--- src/rtl/tour_move_scheduler_pkg.sv ---
// Shared constants, state encoding and decoded-move record for the tour move scheduler.
package tour_move_scheduler_pkg;

    localparam logic [7:0] NORTH = 8'h00;
    localparam logic [7:0] WEST  = 8'h3F;
    localparam logic [7:0] SOUTH = 8'h7F;
    localparam logic [7:0] EAST  = 8'hBF;

    localparam logic [7:0] RESP_DONE  = 8'hA5;
    localparam logic [7:0] RESP_INTER = 8'h5A;

    localparam logic [3:0] MOVE         = 4'b0010;
    localparam logic [3:0] MOVE_FANFARE = 4'b0011;

    typedef enum logic [2:0] {
        IDLE   = 3'd0,
        VERT   = 3'd1,
        WAIT_V = 3'd2,
        HORZ   = 3'd3,
        WAIT_H = 3'd4
    } state_t;

    typedef struct packed {
        logic [7:0] hdg_v;
        logic [3:0] cnt_v;
        logic [7:0] hdg_h;
        logic [3:0] cnt_h;
    } move_cmd_t;

endpackage

--- src/rtl/tour_move_scheduler_knight_move_decode.sv ---
// Maps a one-hot knight move to its vertical and horizontal heading/count pair.
module tour_move_scheduler_knight_move_decode
    import tour_move_scheduler_pkg::*;
(
    input  logic [7:0] move,
    output logic [7:0] hdg_v,
    output logic [3:0] cnt_v,
    output logic [7:0] hdg_h,
    output logic [3:0] cnt_h
);

    logic [2:0] sel;

    // Lowest set bit wins; an all-zero move falls through to bit 7.
    always_comb begin
        sel = 3'd7;
        for (int i = 7; i >= 0; i--) begin
            if (move[i]) sel = 3'(i);
        end
    end

    always_comb begin
        hdg_v = NORTH;
        cnt_v = 4'd1;
        hdg_h = EAST;
        cnt_h = 4'd2;
        case (sel)
            3'd0: begin hdg_v = NORTH; cnt_v = 4'd2; hdg_h = WEST; cnt_h = 4'd1; end
            3'd1: begin hdg_v = NORTH; cnt_v = 4'd2; hdg_h = EAST; cnt_h = 4'd1; end
            3'd2: begin hdg_v = NORTH; cnt_v = 4'd1; hdg_h = WEST; cnt_h = 4'd2; end
            3'd3: begin hdg_v = SOUTH; cnt_v = 4'd1; hdg_h = WEST; cnt_h = 4'd2; end
            3'd4: begin hdg_v = SOUTH; cnt_v = 4'd2; hdg_h = WEST; cnt_h = 4'd1; end
            3'd5: begin hdg_v = SOUTH; cnt_v = 4'd2; hdg_h = EAST; cnt_h = 4'd1; end
            3'd6: begin hdg_v = SOUTH; cnt_v = 4'd1; hdg_h = EAST; cnt_h = 4'd2; end
            default: begin hdg_v = NORTH; cnt_v = 4'd1; hdg_h = EAST; cnt_h = 4'd2; end
        endcase
    end

endmodule

--- src/rtl/tour_move_scheduler.sv ---
// Walks the solved tour, splitting each knight move into a vertical MOVE and a
// horizontal MOVE_FANFARE; otherwise passes UART commands to the command processor.
module tour_move_scheduler
    import tour_move_scheduler_pkg::*;
#(
    parameter int NUM_MOVES = 24,
    parameter int IDX_W     = 5
) (
    input  logic             clk,
    input  logic             rst_n,
    input  logic             start_tour,
    input  logic [7:0]       move,
    output logic [IDX_W-1:0] mv_indx,
    input  logic [15:0]      cmd_UART,
    input  logic             cmd_rdy_UART,
    output logic             clr_cmd_rdy_UART,
    output logic [15:0]      cmd,
    output logic             cmd_rdy,
    input  logic             clr_cmd_rdy,
    input  logic             send_resp,
    output logic [7:0]       resp,
    output logic             tour_busy,
    output logic [2:0]       state_dbg
);

    // Handshake: cmd is offered while cmd_rdy is high and is taken in the cycle
    // clr_cmd_rdy is high; send_resp marks completion of the taken command.

    state_t           state, state_nxt;
    logic [IDX_W-1:0] idx_nxt;
    logic             last_move;
    move_cmd_t        mc;

    tour_move_scheduler_knight_move_decode u_decode (
        .move  (move),
        .hdg_v (mc.hdg_v),
        .cnt_v (mc.cnt_v),
        .hdg_h (mc.hdg_h),
        .cnt_h (mc.cnt_h)
    );

    assign last_move = (mv_indx == IDX_W'(NUM_MOVES - 1));

    always_ff @(posedge clk or negedge rst_n) begin
        if (!rst_n) begin
            state   <= IDLE;
            mv_indx <= '0;
        end else begin
            state   <= state_nxt;
            mv_indx <= idx_nxt;
        end
    end

    always_comb begin
        state_nxt = state;
        idx_nxt   = mv_indx;
        case (state)
            IDLE: if (start_tour) begin
                state_nxt = VERT;
                idx_nxt   = '0;
            end
            VERT:   if (clr_cmd_rdy) state_nxt = WAIT_V;
            WAIT_V: if (send_resp)   state_nxt = HORZ;
            HORZ:   if (clr_cmd_rdy) state_nxt = WAIT_H;
            WAIT_H: if (send_resp) begin
                if (last_move) begin
                    state_nxt = IDLE;
                    idx_nxt   = '0;
                end else begin
                    state_nxt = VERT;
                    idx_nxt   = mv_indx + 1'b1;
                end
            end
            default: begin
                state_nxt = IDLE;
                idx_nxt   = '0;
            end
        endcase
    end

    // A start_tour in the same cycle as a UART command leaves that command unacknowledged.
    always_comb begin
        cmd              = cmd_UART;
        cmd_rdy          = 1'b0;
        clr_cmd_rdy_UART = 1'b0;
        resp             = RESP_INTER;
        case (state)
            IDLE: begin
                cmd_rdy          = cmd_rdy_UART;
                clr_cmd_rdy_UART = clr_cmd_rdy & ~start_tour;
                resp             = RESP_DONE;
            end
            VERT: begin
                cmd     = {MOVE, mc.hdg_v, mc.cnt_v};
                cmd_rdy = 1'b1;
            end
            WAIT_V: cmd = {MOVE, mc.hdg_v, mc.cnt_v};
            HORZ: begin
                cmd     = {MOVE_FANFARE, mc.hdg_h, mc.cnt_h};
                cmd_rdy = 1'b1;
            end
            WAIT_H: begin
                cmd  = {MOVE_FANFARE, mc.hdg_h, mc.cnt_h};
                resp = last_move ? RESP_DONE : RESP_INTER;
            end
            default: resp = RESP_DONE;
        endcase
    end

    assign tour_busy = (state != IDLE);
    assign state_dbg = state;

endmodule

--- config.mk ---
export PLATFORM = sky130hd
export DESIGN_NAME = tour_move_scheduler
export DESIGN_NICKNAME = d
export VERILOG_FILES = /design/src/rtl/tour_move_scheduler_pkg.sv /design/src/rtl/tour_move_scheduler_knight_move_decode.sv /design/src/rtl/tour_move_scheduler.sv
export SDC_FILE = /design/constraint.sdc
export NUM_CORES = 1
export LEC_CHECK = 0
export ABC_CLOCK_PERIOD_IN_PS = 3120
export CAP_MARGIN = 10
export CORE_MARGIN = 1
export CORE_UTILIZATION = 36
export DETAILED_ROUTE_END_ITERATION = 8
export PLACE_DENSITY = 0.85
export RECOVER_POWER = 100
export SLEW_MARGIN = 30
export SYNTH_ARGS = -nofsm -noshare
export SYNTH_HDL_FRONTEND = slang
export SYNTH_SLANG_ARGS = --single-unit
export TNS_END_PERCENT = 30
--- constraint.sdc ---
create_clock -name clk -period 3.12 [get_ports clk]
set_input_delay 0.624 -clock clk [delete_from_list [all_inputs] [get_ports clk]]
set_output_delay 0.624 -clock clk [all_outputs]
set_load 0.05 [all_outputs]
==> results of run 1 <==
## routing by layer
layer	up-vias	global-route usage
met5	-	0
met4	0	0.0417
met3	2	0.0387
met2	41	0.375
met1	482	0.283
li1	504	-
## stage by stage
stage          instance area, µm²  setup slack, ns  instances  hold slack, ns
2_1_floorplan                 871           0.0776        104           0.328
3_3_place_gp                 1580            0.298        188           0.524
3_5_place_dp                 1580            0.280        188           0.534
4_1_cts                      1600           0.0858        191           0.545
5_1_grt                      1460           0.0922        191           0.563
6_report                     1460            0.168        191           0.540
## synthesized netlist by cell type (all sizes together)
cell,count,share of area
a211o,1,0.010
a211oi,1,0.0087
a21boi,2,0.030
a21o,2,0.017
a21oi,5,0.029
a221oi,1,0.017
a32oi,1,0.010
and2,2,0.014
and3,2,0.014
buf,10,0.082
clkbuf,1,0.0043
clkinv,1,0.0043
dfrtp,8,0.23
ha,1,0.014
inv,5,0.022
mux2,2,0.030
mux2i,2,0.023
nand2,6,0.026
nand2b,1,0.0072
nand3,2,0.012
nand3b,1,0.0087
nand4,1,0.0072
nand4b,1,0.010
nor2,4,0.017
nor2b,5,0.036
nor3,4,0.029
nor3b,1,0.0087
nor4,1,0.0072
o2111ai,1,0.010
o211ai,2,0.017
o21a,7,0.061
o21ai,5,0.029
o221ai,1,0.010
o22ai,2,0.014
o2bb2ai,2,0.020
o311ai,1,0.019
or2,3,0.022
or3b,2,0.020
or4b,1,0.016
xnor2,1,0.010
xor2,2,0.020
## worst max-delay path, cell delays in order
cell and delay [ns]:
clkdlybuf4s50_1 0.44, or2_1 0.31, o311ai_2 0.45, o21a_1 0.22
clkbuf_2 0.28
## final timing paths
| path | from | to | slack (ns) | cells past startpoint |
|---|---|---|---|---|
| setup / recovery | move[1] | cmd[7] | 0.17 | 5 |
| hold / removal | mv_indx[0]$_DFFE_PN0P_ | mv_indx[0]$_DFFE_PN0P_ | 0.54 | 1 |
| hold reg to reg | mv_indx[0]$_DFFE_PN0P_ | mv_indx[0]$_DFFE_PN0P_ | 0.54 | 1 |
| min in group asynchronous | rst_n | mv_indx[2]$_DFFE_PN0P_ | 0.71 | 1 |
| setup reg to reg | state_dbg[0]$_DFFE_PN0P_ | mv_indx[1]$_DFFE_PN0P_ | 1.30 | 4 |
| max in group asynchronous | rst_n | state_dbg[0]$_DFFE_PN0P_ | 2.13 | 1 |
## kinds of logic (layout without fill, tap and decap cells)
| kind of cell | after synthesis | count (layout) | synth area share |
|---|---|---|---|
| AOI/OAI and AO/OA | 34 | 34 | 0.303 |
| xor gates and xnor gates | 3 | 3 | 0.0303 |
| and+or+nand+nor | 37 | 37 | 0.255 |
| muxes | 4 | 4 | 0.0534 |
| buffers and inverters | 17 | 76 | 0.113 |
| DFF | 8 | 8 | 0.231 |
| adders and majority gates | 1 | 1 | 0.0144 |
## flip-flops by register name, indices dropped and copies added, names as in the netlist
register   count
mv_indx        5
state_dbg      3
## area by class of cell
cell class | instances | share of cell area
flip-flops and latches | 8 | 0.137
repair buffers | 67 | 0.429
clock buffers | 3 | 0.0154
well taps | 28 | 0.0240
inverters | 6 | 0.0154
multi-input cells | 79 | 0.379
==> qor.txt, run 1 <==
Seq cells post-synth: 8
RSZ-0062 raised after global routing: no
Ys Warns: 0
Nets: 196
Syn Std Cell Area: 867 µm²
Cts hold-fix bufs: 0
CP max FO: 6
Max Clock Freq: 339 MHz
Final GP Congestion: 0.845
Wl on met1: 1200 µm
CTS tree: built
Metal2 WL: 1430 µm
Max Cap Viol: 0
Rows: 17
Met3 wire len: 139 µm
HPWL after DPL: 2310 µm
Num ports: 65
Routed WL: 2780 µm
Worst hold-check path type: flop to flop
Final setup TNS: 0 ns
TritonCTS Sinks: 8
Drt drc: 0
Wirelength per Cell: 14.6 µm
DR top layer: met4
Initial Util: 0.388
Critical path type: input pin to output pin
Slew HR: 0.598
Fillers: 186
PostCTS Resize Cnt: 0
TritonRoute pass-1 iters: 5
Sequential cell area fraction in the yosys report: 0.231
Worst Path Required: 2.50 ns
Most common cell after layout, fill and taps aside: clkdlybuf4s50_1
Worst skew pair latency: 0.26 ns
Remaining Overflow, GRT: 0
Die Area: 0.00261 mm²
Most frequent cells in the layout: clkdlybuf4s50_1, dlygate4sd3_1, dfrtp_1, clkbuf_2, o21a_1
Layout cells sized above 1: 0.166
Die width: 51.1 µm
CP Launch Type: input pin
Post-layout util: 0.654
Avg Inst Size Synth: 8.34 µm²
Initial antenna violation count: 0
Max clock buf depth: 2
Largest net degree at the start of global routing: 20
Area grow syn2layout: 68.4%
Worst-path clk slew: 0.05 ns
Postcts setup bufs: 0
Max-slew violations: 0
Synth Instances: 104
Core box area: 0.00223 mm²
Total track usage: 0.218
I/O Buffers: 63
Vias in the first global route: 940
Outcome: finished, final reports clean
Cts bufs inserted: 3
Clock skew: 0.0133 ns
Vias: 1029
CP endpoint kind: output pin
Die extent in y: 51.1 µm
Initial DRC Count: 20
Final setup fails: 0
Period minus WS final: 2.95 ns
Fin. Hold Viols: 0
Netlist cell types: 49
CP arrival: 2.33 ns
Root Driver: clkbuf_4
Area of the multi-input gates: 553 µm²
Syn Nets: 135
Detail Route Antenna Nets: 0
Storage cell area: 200 µm²
Crit share post-route: 0.946
H-tree depth: 1
Antenna Cells: 0
Worst Tran Pin Value: 0.605 ns
Via-to-Cell Ratio: 5.39
First-pass GRT wire length: 4290 µm
Power of run 1 is not shown: default switching activity piles up to over one toggle a cycle in this logic, so the estimate is an artifact.
==> run 2, diff against run 1 <==
--- a/config.mk
+++ b/config.mk
@@ -6,7 +6,6 @@
 export NUM_CORES = 1
 export LEC_CHECK = 0
 export ABC_CLOCK_PERIOD_IN_PS = 3120
-export CAP_MARGIN = 10
 export CORE_MARGIN = 1
 export CORE_UTILIZATION = 36
 export DETAILED_ROUTE_END_ITERATION = 8
==> results of run 2 <==
Final layout, timing and power as in run 1 (identical DEF).
Power of run 2 is left out for the same reason.
